===== config.mk =====
export PLATFORM = sky130hd
export DESIGN_NAME = hex_scroll_monitor
export DESIGN_NICKNAME = d
export VERILOG_FILES = /design/src/rtl/hex_scroll_monitor.sv
export SDC_FILE = /design/constraint.sdc
export NUM_CORES = 1
export LEC_CHECK = 0
export ABC_CLOCK_PERIOD_IN_PS = 3000
export BUFFER_PORTS_ARGS = -buffer_cell sky130_fd_sc_hd__buf_4
export CAP_MARGIN = 15
export CORE_MARGIN = 5
export CORE_UTILIZATION = 30
export DETAILED_ROUTE_END_ITERATION = 8
export PLACE_DENSITY_LB_ADDON = 0.08
export SYNTH_ARGS = -nofsm -noshare
export SYNTH_HDL_FRONTEND = slang
export SYNTH_SLANG_ARGS = --single-unit

===== constraint.sdc =====
create_clock -name Clock -period 3 [get_ports Clock]
set_input_delay 0 -clock Clock [delete_from_list [all_inputs] [get_ports Clock]]
set_output_delay 0 -clock Clock [all_outputs]
set_load 0.03 [all_outputs]

===== src/rtl/hex_scroll_monitor.sv =====
// Scoreboard for the eight-digit scrolling HELLO display: decodes the glyphs and checks frame-to-frame rotation.
// Optional build macro SCROLL_CONTENT_CHECK_EN: also require the content to be a rotation of "HELLO___".
module hex_scroll_monitor #(
  parameter int FCW = 16,
  parameter int DIR = 0
) (
  input  logic           Clock,
  input  logic           Reset,
  input  logic           frame_stb,
  input  logic [6:0]     seg0,
  input  logic [6:0]     seg1,
  input  logic [6:0]     seg2,
  input  logic [6:0]     seg3,
  input  logic [6:0]     seg4,
  input  logic [6:0]     seg5,
  input  logic [6:0]     seg6,
  input  logic [6:0]     seg7,
  output logic [23:0]    chars,
  output logic           locked,
  output logic           err,
  output logic [7:0]     err_cnt,
  output logic [FCW-1:0] frame_cnt,
  output logic [2:0]     h_pos
);

  localparam logic [2:0]  CODE_H       = 3'd0;
  localparam logic [2:0]  CODE_INVALID = 3'd7;
  localparam logic [23:0] ALL_BLANK    = 24'h924924;

  typedef enum logic [1:0] {
    ST_IDLE   = 2'd0,
    ST_SYNC   = 2'd1,
    ST_LOCKED = 2'd2
  } state_t;

  state_t         state_q, state_d;
  logic [23:0]    chars_q, chars_d;
  logic           locked_q, locked_d;
  logic           err_q, err_d;
  logic [7:0]     err_cnt_q, err_cnt_d;
  logic [FCW-1:0] frame_cnt_q, frame_cnt_d;
  logic [2:0]     h_pos_q, h_pos_d;

  logic [6:0]  seg_arr [8];
  logic [23:0] new_frame;
  logic [23:0] rot_frame;
  logic [7:0]  invalid_vec;
  logic [2:0]  h_pos_new;
  logic        content_ok;
  logic        match;

  function automatic logic [2:0] decode_glyph(input logic [6:0] seg);
    case (seg)
      7'b0001001: return 3'd0;
      7'b0000110: return 3'd1;
      7'b1000111: return 3'd2;
      7'b1000000: return 3'd3;
      7'b1111111: return 3'd4;
      default:    return CODE_INVALID;
    endcase
  endfunction

  assign seg_arr[0] = seg0;
  assign seg_arr[1] = seg1;
  assign seg_arr[2] = seg2;
  assign seg_arr[3] = seg3;
  assign seg_arr[4] = seg4;
  assign seg_arr[5] = seg5;
  assign seg_arr[6] = seg6;
  assign seg_arr[7] = seg7;

  // rot_frame is what the stored frame should look like after one scroll step
  generate
    for (genvar gi = 0; gi < 8; gi++) begin : g_digit
      localparam int SRC = (DIR == 0) ? ((gi + 7) % 8) : ((gi + 1) % 8);
      assign new_frame[3*gi +: 3] = decode_glyph(seg_arr[gi]);
      assign invalid_vec[gi]      = (new_frame[3*gi +: 3] == CODE_INVALID);
      assign rot_frame[3*gi +: 3] = chars_q[3*SRC +: 3];
    end
  endgenerate

`ifdef SCROLL_CONTENT_CHECK_EN
  // HEX7..HEX0 = H,E,L,L,O,_,_,_ ; doubling the word lets every rotation be a plain slice
  localparam logic [23:0] HELLO_BASE = 24'h052724;
  localparam logic [47:0] HELLO_DBL  = {HELLO_BASE, HELLO_BASE};
  logic [7:0] content_hit;
  generate
    for (genvar gi = 0; gi < 8; gi++) begin : g_content
      assign content_hit[gi] = (new_frame == HELLO_DBL[3*gi +: 24]);
    end
  endgenerate
  assign content_ok = |content_hit;
`else
  assign content_ok = 1'b1;
`endif

  assign match = ~|invalid_vec && (new_frame == rot_frame) && content_ok;

  always_comb begin
    h_pos_new = 3'd0;
    for (int i = 0; i < 8; i++) begin
      if (new_frame[3*i +: 3] == CODE_H) h_pos_new = i[2:0];
    end
  end

  always_comb begin
    state_d     = state_q;
    chars_d     = chars_q;
    err_d       = 1'b0;
    err_cnt_d   = err_cnt_q;
    frame_cnt_d = frame_cnt_q;
    h_pos_d     = h_pos_q;
    if (frame_stb) begin
      chars_d = new_frame;
      h_pos_d = h_pos_new;
      case (state_q)
        ST_IDLE: state_d = ST_SYNC;
        ST_SYNC: begin
          if (match) state_d = ST_LOCKED;
        end
        ST_LOCKED: begin
          if (match) begin
            frame_cnt_d = frame_cnt_q + 1'b1;
          end else begin
            err_d   = 1'b1;
            state_d = ST_SYNC;
            if (err_cnt_q != 8'hFF) err_cnt_d = err_cnt_q + 8'd1;
          end
        end
        default: state_d = ST_IDLE;
      endcase
    end
    locked_d = (state_d == ST_LOCKED);
  end

  always_ff @(posedge Clock or posedge Reset) begin
    if (Reset) begin
      state_q     <= ST_IDLE;
      chars_q     <= ALL_BLANK;
      locked_q    <= 1'b0;
      err_q       <= 1'b0;
      err_cnt_q   <= 8'd0;
      frame_cnt_q <= '0;
      h_pos_q     <= 3'd0;
    end else begin
      state_q     <= state_d;
      chars_q     <= chars_d;
      locked_q    <= locked_d;
      err_q       <= err_d;
      err_cnt_q   <= err_cnt_d;
      frame_cnt_q <= frame_cnt_d;
      h_pos_q     <= h_pos_d;
    end
  end

  assign chars     = chars_q;
  assign locked    = locked_q;
  assign err       = err_q;
  assign err_cnt   = err_cnt_q;
  assign frame_cnt = frame_cnt_q;
  assign h_pos     = h_pos_q;

endmodule

* Word-level counts from Yosys, hierarchy flattened *
Cells that the tools add are included.

word-level totals
  bits of input ports = 59
  logic and storage cells = 98
  output and inout bits = 53
  bits in registers = 55

cells by class
  multiplexer cells = 22
  reductions and logical operators = 13
  add/subtract/negate cells = 2
  bitwise logic cells = 1
  equality and inequality tests = 53

operator list
  kind                                                             number
  7-bit == test, second input constant                             24
  3-bit one-hot mux with 5 select lines                            8
  7-bit by 3-bit == test with 1-bit output, second input constant  8
  7-bit by 4-bit == test with 1-bit output, second input constant  8
  24-bit == test                                                   1
  3-bit == test, second input constant                             8
  3-bit zero test                                                  7
  3-bit two-way mux                                                6
  16-bit by 1-bit adder with 16-bit output, second input constant  1
  8-bit by 1-bit adder with 8-bit output, second input constant    1
  8-bit != test, second input constant                             1
  8-bit OR reduction                                               1
  2-bit two-way mux                                                3
  2-bit one-hot mux with 3 select lines                            1
  2-bit == test, second input constant                             2
  1-bit two-way mux                                                4
  4-bit AND reduction                                              1
  3-bit AND reduction                                              1
  2-bit by 1-bit == test with 1-bit output, second input constant  1
  2-bit zero test                                                  1
  1-bit logical AND                                                1
  1-bit zero test                                                  1
  1-bit NOT                                                        1

* Longest topological paths before layout *
Gate-level depths: netlist of run 1.

  word-level depth = 10
  gate-level depth with buffers = 11
  depth with buffers taken out = 9

* Worst setup path before layout of run 1 *
Ideal clock, no wire load.

  kind = register to register
  start = register chars_q[5], in the netlist chars[5]
  end = register frame_cnt_q[9], in the netlist frame_cnt[9]
  buffers on the path = 2
  period minus slack after synthesis = 2.349 ns
  data arrival time = 2.215 ns
  slack = 0.651 ns
  required time = 2.866 ns
  stages on the path, launching flop included = 11
  library setup time = 0.134 ns
  cell sequence = dfstp_2 -> nor3_1 -> nor3_1 -> a22oi_1 -> a2111o_1 -> nor4_2 -> and4_1 -> buf_4 -> buf_6 -> nand4_1 -> xnor2_1

on the way
  word-level cells in the longest chain between the ends = 3

ends and longest elaborated chain
  what                                  RTL line  RTL
  from (decl)                           37        logic [23:0] chars_q, chars_d;
  from (signal assigned)                147       chars_q <= chars_d;
  24-bit == test                        97        assign match = ~|invalid_vec && (new_frame == rot_frame) && content_ok;
  1-bit logical AND                     97
  3-bit AND reduction (no source line)  -
  to (signal assigned)                  151       frame_cnt_q <= frame_cnt_d;
  to (decl)                             41        logic [FCW-1:0] frame_cnt_q, frame_cnt_d;

Every way passes these cells.
A chain may end at the register's enable or synchronous reset.

* Worst setup path in the final report of run 1 *
  start = register chars_q[5], in the netlist chars[5]
  end = register frame_cnt_q[1], in the netlist frame_cnt[1]

The elaborated chain is that of the path after synthesis.

==> impl_results.md, run 1 <==
- Status: complete, no violations
- # setup viols final: 0
- Area growth, synth to finish: 33.4%
- Hold Crit Depth: 3
- R2R setup slack: 0.49 ns
- Most used cell, CP: nor3_1
- Final hold violation count: 0
- Synth Area per Inst: 8.83 um2
- Core area: 0.0120 mm2
- Antenna-violating nets left: 0
- GRT Residual Overflow: 0
- Arrival @ worst endpoint: 2.69 ns
- CP Max Fanout: 27
- DRT Pass-1 Iters: 4
- First-pass GRT wire length: 17.5 mm
- Vias in the first global route: 3475
- Worst-Skew Late Latency: 0.30 ns
- CP endpoint kind: flip-flop
- PwrDens: 362 mW/mm2
- Initial antenna violation count: 0
- Peak supply drop: 0.217 mV
- Final nets: 590
- Syn nets: 473
- Vias per cell: 5.33
- Sink Count: 55
- P_leak: 0.00209 uW
- DP Wirelength: 8.59 mm
- WHS Endpoint: chars[13]
- Most frequent cells in the layout: buf_4, dfrtp_1, nor2_1, nand2_1, a21oi_1
- Critical R2R Launch: chars[5]
- Vias: 3608
- Tot GR Track Use: 14.8%
- Row count: 40
- Total Wirelength: 10.7 mm
- DIE HEIGHT: 120 um
- Synth Instances: 412
- I/O pin total: 112
- Global placement routability congestion: 0.849
- Clk slew on worst S/H paths: 0.07 ns
- Synth async-reset ratio: 100%
- Filler cells: 1211
- Inserted Diodes: 0
- Setup CP Type: reg2reg
- R2R cell count: 9
- Main flop type after synthesis: dfrtp_1
- Initial core utilization: 30.4%
- CTS tree: built
- Max Transition Viols Final: 0
- Root buf cell: clkbuf_16
- Post-synth EDFFs: 0
- Inserted Clock Buffers: 5
- Worst path required time: 3.18 ns
- Max H-tree Level: 2
- Sequential share of the synthesized area: 38.1%
- Final Critical Period: 2.51 ns
- Wire per inst: 15.8 um
- # port buffers: 111
- Worst hold path type: in2reg
- Startpoint types: flip-flop
- DRC violation count after routing: 0
- Tcrit/Tclk final: 83.6%
- Largest net degree at the start of global routing: 46
- FMAX: 399 MHz
- Slowest CP cell: dfstp_2
- Post-synthesis cell area: 0.00364 mm2
- CTS max path bufs: 2
- Max Cap Viol: 0
- Die Wd: 120 um
- Layout cell share with drive strength beyond 1: 28.5%
- CP Cell Sequence: nor3_1, nor3_1, a22oi_1, a2111o_1, nor4_2, and4_1, buf_12, nand2_2, mux2_1
- Unrepaired setup endpoints after global routing: no
- Worst slew margin: 50.3%
- Setup tns final: 0 ns
- Most common cell after layout, fill and taps aside: buf_4
- Max stage delay on crit path: 0.59 ns
- Finished Core Util: 40.6%
- Count of cell types in the netlist: 62
- Clk_skew: 0.00885 ns
- RR Endpoint: frame_cnt[1]
- Worst-margin pin slew: 0.741 ns
- Register bit total from synthesis: 55
- Iter 0 DRT Violations: 184
- Min-delay src: seg4[6]
- Synth Warn #: 0
- DIE AREA: 0.0144 mm2
layout make-up:
class | instances | area, um2 | share of cell area (%)
tap | 147 | 184 | 3.79
clock inverter | 2 | 35.0 | 0.722
clock buffer | 6 | 139 | 2.86
sequential | 55 | 1390 | 28.6
multi-input combinational | 342 | 2180 | 44.9
inverter | 7 | 26.3 | 0.542
timing repair buffer | 118 | 901 | 18.6
critical path: cells and delay by family, from the launching register on:
kind            cells  cell delay, ns
compound gates      2            0.52
simple gates        5            0.77
mux                 1            0.32
flops               1            0.59
buf+inv             1            0.18
power breakdown:
group	switching (uW)	leakage, uW	internal (uW)	total (uW)
clock network	275	0.0000868	416	691
logic	158	0.00134	124	283
registers	19.7	0.000660	760	780
total	453	0.00209	1300	1750
layer usage:
metal	GRT usage (%)	up-vias	wire length, um
li1	-	1805	-
met1	20.8	1718	5240
met2	23.6	76	4820
met3	2.97	9	530
met4	3.22	0	101
met5	0	-	0
kinds of logic (layout without fill, tap and decap cells):
kind of cell	Yosys count	in the layout	synth area share (%)
XOR/XNOR	31	31	7.46
AND/OR/NAND/NOR	205	205	31.3
AO/OA/AOI/OAI	93	93	17.1
adder cells (fa/ha/maj)	2	2	0.688
multiplexers	11	11	3.41
flip-flops	55	55	38.1
buffers and inverters	15	133	1.96
cells in the mapped netlist (7+ instances only):
cell     number  area share (%)
nor2_1       37             3.8
o21ai_0      21             2.9
mux2_2        7             2.2
nand3_1      24             3.3
dfrtp_1      47              32
nand2_1      28             2.9
dfstp_2       8             5.8
nand4_1      15             2.6
xnor2_1      21             5.1
nor4_1       10             1.7
and3_1       15             2.6
nor3_1       21             2.9
xor2_1       10             2.4
a21oi_1      25             3.4
or3_1        10             1.7
state kept, by name (all words and copies together), names as in the netlist:
| signal | cells |
|---|---|
| frame_cnt | 16 |
| chars | 24 |
| err_cnt | 8 |
| err | 1 |
| state_q | 2 |
| h_pos | 3 |
| locked | 1 |
metrics by stage:
step	std cells	cell area, um2	setup slack, ns	hold WS [ns]	power [uW]
after global routing	677	4850	0.228	0.151	1840
after detailed placement	668	4670	0.178	0.117	1080
after floorplan	412	3640	0.651	0.213	924
after CTS	677	4850	0.462	0.120	1780
after global placement	668	4670	0.189	0.110	1080
final	677	4850	0.492	0.115	1750
timing repair:
item | CTS | global route
setup endpoints to repair | 0 | 0
setup buffers | 0 | 0
hold endpoints to repair | 26 | 0
hold buffers | 1 | 0
gates resized for setup | 0 | 0
worst max-delay path by stage:
stage / from / cells after the start / to
final: chars[5] / 9 / frame_cnt[1]
after global routing: seg4[1] / 11 / err_cnt[1]
after CTS: chars[5] / 9 / frame_cnt[1]
after detailed placement: seg4[1] / 11 / frame_cnt[1]
after global placement: seg4[1] / 11 / err_cnt[1]
after floorplan: chars[5] / 10 / frame_cnt[9]
No activity file was read; power rests on OpenSTA's default activity.
==> inputs of run 2 (changes only) <==
--- a/config.mk
+++ b/config.mk
@@ -5,7 +5,8 @@
 export SDC_FILE = /design/constraint.sdc
 export NUM_CORES = 1
 export LEC_CHECK = 0
-export ABC_CLOCK_PERIOD_IN_PS = 3000
+export ABC_AREA = 1
+export ABC_CLOCK_PERIOD_IN_PS = 2300
 export BUFFER_PORTS_ARGS = -buffer_cell sky130_fd_sc_hd__buf_4
 export CAP_MARGIN = 15
 export CORE_MARGIN = 5
==> constraint.sdc (replaced) <==
create_clock -name Clock -period 2.3 [get_ports Clock]
set_input_delay 0 -clock Clock [delete_from_list [all_inputs] [get_ports Clock]]
set_output_delay 0 -clock Clock [all_outputs]
set_load 0.03 [all_outputs]
==> impl_results.md, run 2 <==
- Inserted Diodes: 0 (unchanged)
- I/O pin total: 112 (unchanged)
- DIE AREA: 0.0191 mm2 (+32%)
- # setup viols final: 0 (unchanged)
- Synth area leader: dfrtp_1
- P_leak: 0.00343 uW (+64%)
- R2R cell count: 10 (+1)
- Worst-margin pin slew: 0.638 ns (-0.103 ns)
- Worst slew margin: 57.4% (+7.1 points)
- Worst path required time: 2.55 ns (-0.63 ns)
- Max H-tree Level: 2 (unchanged)
- Final nets: 981 (+66%)
- Worst hold path type: in2reg
- Layout cell share with drive strength beyond 1: 27.0% (-1.5 points)
- Buffer and inverter count on the worst path: 2 (+1)
- Slowest CP cell: dfrtp_1
- Clk_skew: 0.00422 ns (-0.00464 ns)
- Max Transition Viols Final: 0 (unchanged)
- Iter 0 DRT Violations: 260 (+41%)
- Register area: 0.00139 mm2 (unchanged)
- Global placement routability congestion: 0.856 (+0.77%)
- Placed Cells incl. Taps: 1128 (+69%)
- Post-synthesis cell area: 0.00493 mm2 (+36%)
- # port buffers: 111 (unchanged)
- Syn nets: 864 (+83%)
- Tot GR Track Use: 14.9% (+0.092 points)
- Vias per cell: 4.39 (-18%)
- Most frequent cell after synthesis: nand2_1
- Sink Count: 55 (unchanged)
- Synth async-reset ratio: 100% (unchanged)
- Unrepaired setup endpoints after global routing: no
- Worst-Skew Late Latency: 0.30 ns (about the same)
- FMAX: 480 MHz (+20%)
- DRT Pass-1 Iters: 5 (+1)
- CTS tree: built
- Initial antenna violation count: 0 (unchanged)
- Total Wirelength: 14.2 mm (+33%)
- Synth Instances: 803 (+95%)
- Register bit total from synthesis: 55 (unchanged)
- CP Max Fanout: 4 (-85%)
- Setup CP Type: reg2reg
- CP Cell Sequence: inv_1, nor3_2, nand4_1, nor3_1, nand3_1, nor3_1, nand4_1, nand2_1, nand2_1, inv_1
- Initial core utilization: 30.8% (+0.40 points)
- Filler cells: 1783 (+47%)
- Main flop type after synthesis: dfrtp_1
- CTS max path bufs: 2 (unchanged)
- Overall Power: 2560 uW (+46%)
- Multi-input gate area: 0.00300 mm2 (+38%)
- GRT Residual Overflow: 0 (unchanged)
- Synth Warn #: 0 (unchanged)
- Vias: 4989 (+38%)
- Synth top cells by count: nand2_1, inv_1, nor2_1
- Tcrit/Tclk final: 90.6% (+7.0 points)
- Max reg flops: 24 (unchanged)
- Largest net degree at the start of global routing: 28 (-39%)
- Max Cap Viol: 0 (unchanged)
- Inserted Clock Buffers: 5 (unchanged)
- Sequential share of the synthesized area: 28.1% (-10 points)
- Final hold violation count: 0 (unchanged)
- Max stage delay on crit path: 0.40 ns (-0.19 ns)
- DRC violation count after routing: 0 (unchanged)
- Status: complete, no violations
- Final Critical Period: 2.08 ns (-0.424 ns)
- Root buf cell: clkbuf_16
- DP Wirelength: 11.8 mm (+37%)
- Antenna-violating nets left: 0 (unchanged)
- Arrival @ worst endpoint: 2.33 ns (-0.36 ns)
- CP endpoint kind: flip-flop
- Layout Cells excl Fill: 1137 (+68%)
- Area contributors post-synth: dfrtp_1, nand2_1, inv_1
- Post-synth EDFFs: 0 (unchanged)
- Area growth, synth to finish: 26.4%
- Vias in the first global route: 4932 (+42%)
- Count of cell types in the netlist: 31 (-50%)
- Stages on worst setup path: 10 (+1)
- Wire per inst: 12.5 um (-21%)
- Most frequent cells in the layout: nand2_1, buf_4, inv_1, nor2_1, nand3_1
- Die Wd: 138 um (+15%)
- First-pass GRT wire length: 24.2 mm (+38%)
- Hold Crit Depth: 3 (unchanged)
- Share of the synthesized area in the top cell type: 23.9% (-8.5 points)
- Setup tns final: 0 ns (unchanged)
- Startpoint types: flip-flop
- Synth Area per Inst: 6.14 um2 (-30%)
- Clk slew on worst S/H paths: 0.08 ns (about the same)
- DIE HEIGHT: 138 um (+15%)
- Core area: 0.0160 mm2 (+34%)
- Row count: 46 (+15%)
- CP top delay family: simple AND/OR/NAND/NOR gates
- Peak supply drop: 0.235 mV (+8.1%)
- Most common cell after layout, fill and taps aside: nand2_1
- PwrDens: 410 mW/mm2 (+13%)
## run 2: worst register-to-register path, delay by kind of cell, from the launching register on
| family | cells | cell delay, ns |
|---|---|---|
| buffers and inverters | 2 | 0.15 |
| DFF | 1 | 0.40 |
| and+or+nand+nor | 8 | 1.49 |
## run 2: cell type report
cell class | count | share of cell area, %
Clock buffer | 5 | 2.01
Clock inverter | 3 | 0.703
Inverter | 137 | 8.25
Multi-Input combinational cell | 603 | 48.2
Sequential cell | 55 | 22.2
Tap cell | 216 | 4.34
Timing Repair Buffer | 118 | 14.3
## run 2: layer usage
layer,routed length (um),global-route usage (%)
met3,675,3.00
met5,0,0
met2,6170,23.8
met1,7250,21.2
met4,99,2.55
## run 2: final timing paths
kind                              startpoint  slack, ns       endpoint
worst max-delay path            frame_cnt[2]       0.22  frame_cnt[15]
worst min-delay path               frame_stb       0.06       chars[2]
worst max register to register  frame_cnt[2]       0.22  frame_cnt[15]
worst min register to register     chars[23]       0.51      chars[23]
max in group asynchronous              Reset       1.18       chars[8]
min in group asynchronous              Reset       0.33     err_cnt[1]
## run 2: repair_timing
item                                    in CTS  in global routing
hold buffers                                 1                  0
resized for setup                            0                  1
hold endpoints to repair                    25                  0
endpoints found under the setup margin       0                  1
setup buffers                                0                  0
## run 2: kinds of logic (layout without fill, tap and decap cells)
family | count (synthesis) | count (layout) | share of synthesized area, %
simple gates | 528 | 528 | 51.7
flops | 55 | 55 | 28.1
xor+xnor | 14 | 14 | 2.64
fa+ha+maj | 2 | 2 | 0.508
buf+inv | 145 | 263 | 11.0
compound gates | 59 | 59 | 5.99
## run 2: stage by stage
| step | hold slack (ns) | instance area (um2) | utilization, % | setup slack (ns) |
|---|---|---|---|---|
| detailed placement | 0.144 | 6050 | 37.8 | 0.125 |
| finish | 0.0608 | 6230 | 39.0 | 0.216 |
| global route | 0.0799 | 6230 | 39.0 | 0.0173 |
| CTS | 0.0547 | 6230 | 38.9 | 0.0897 |
| floorplan | 0.316 | 4930 | - | 0.333 |
| global placement | 0.141 | 6050 | 37.8 | 0.116 |
## run 2: report_power, final
| group | switching [uW] | total [uW] | internal [uW] | leakage, uW |
|---|---|---|---|---|
| clock network | 391 | 907 | 516 | 0.0000838 |
| logic | 377 | 600 | 223 | 0.00269 |
| registers | 37.0 | 1050 | 1010 | 0.000658 |
| total | 805 | 2560 | 1750 | 0.00343 |
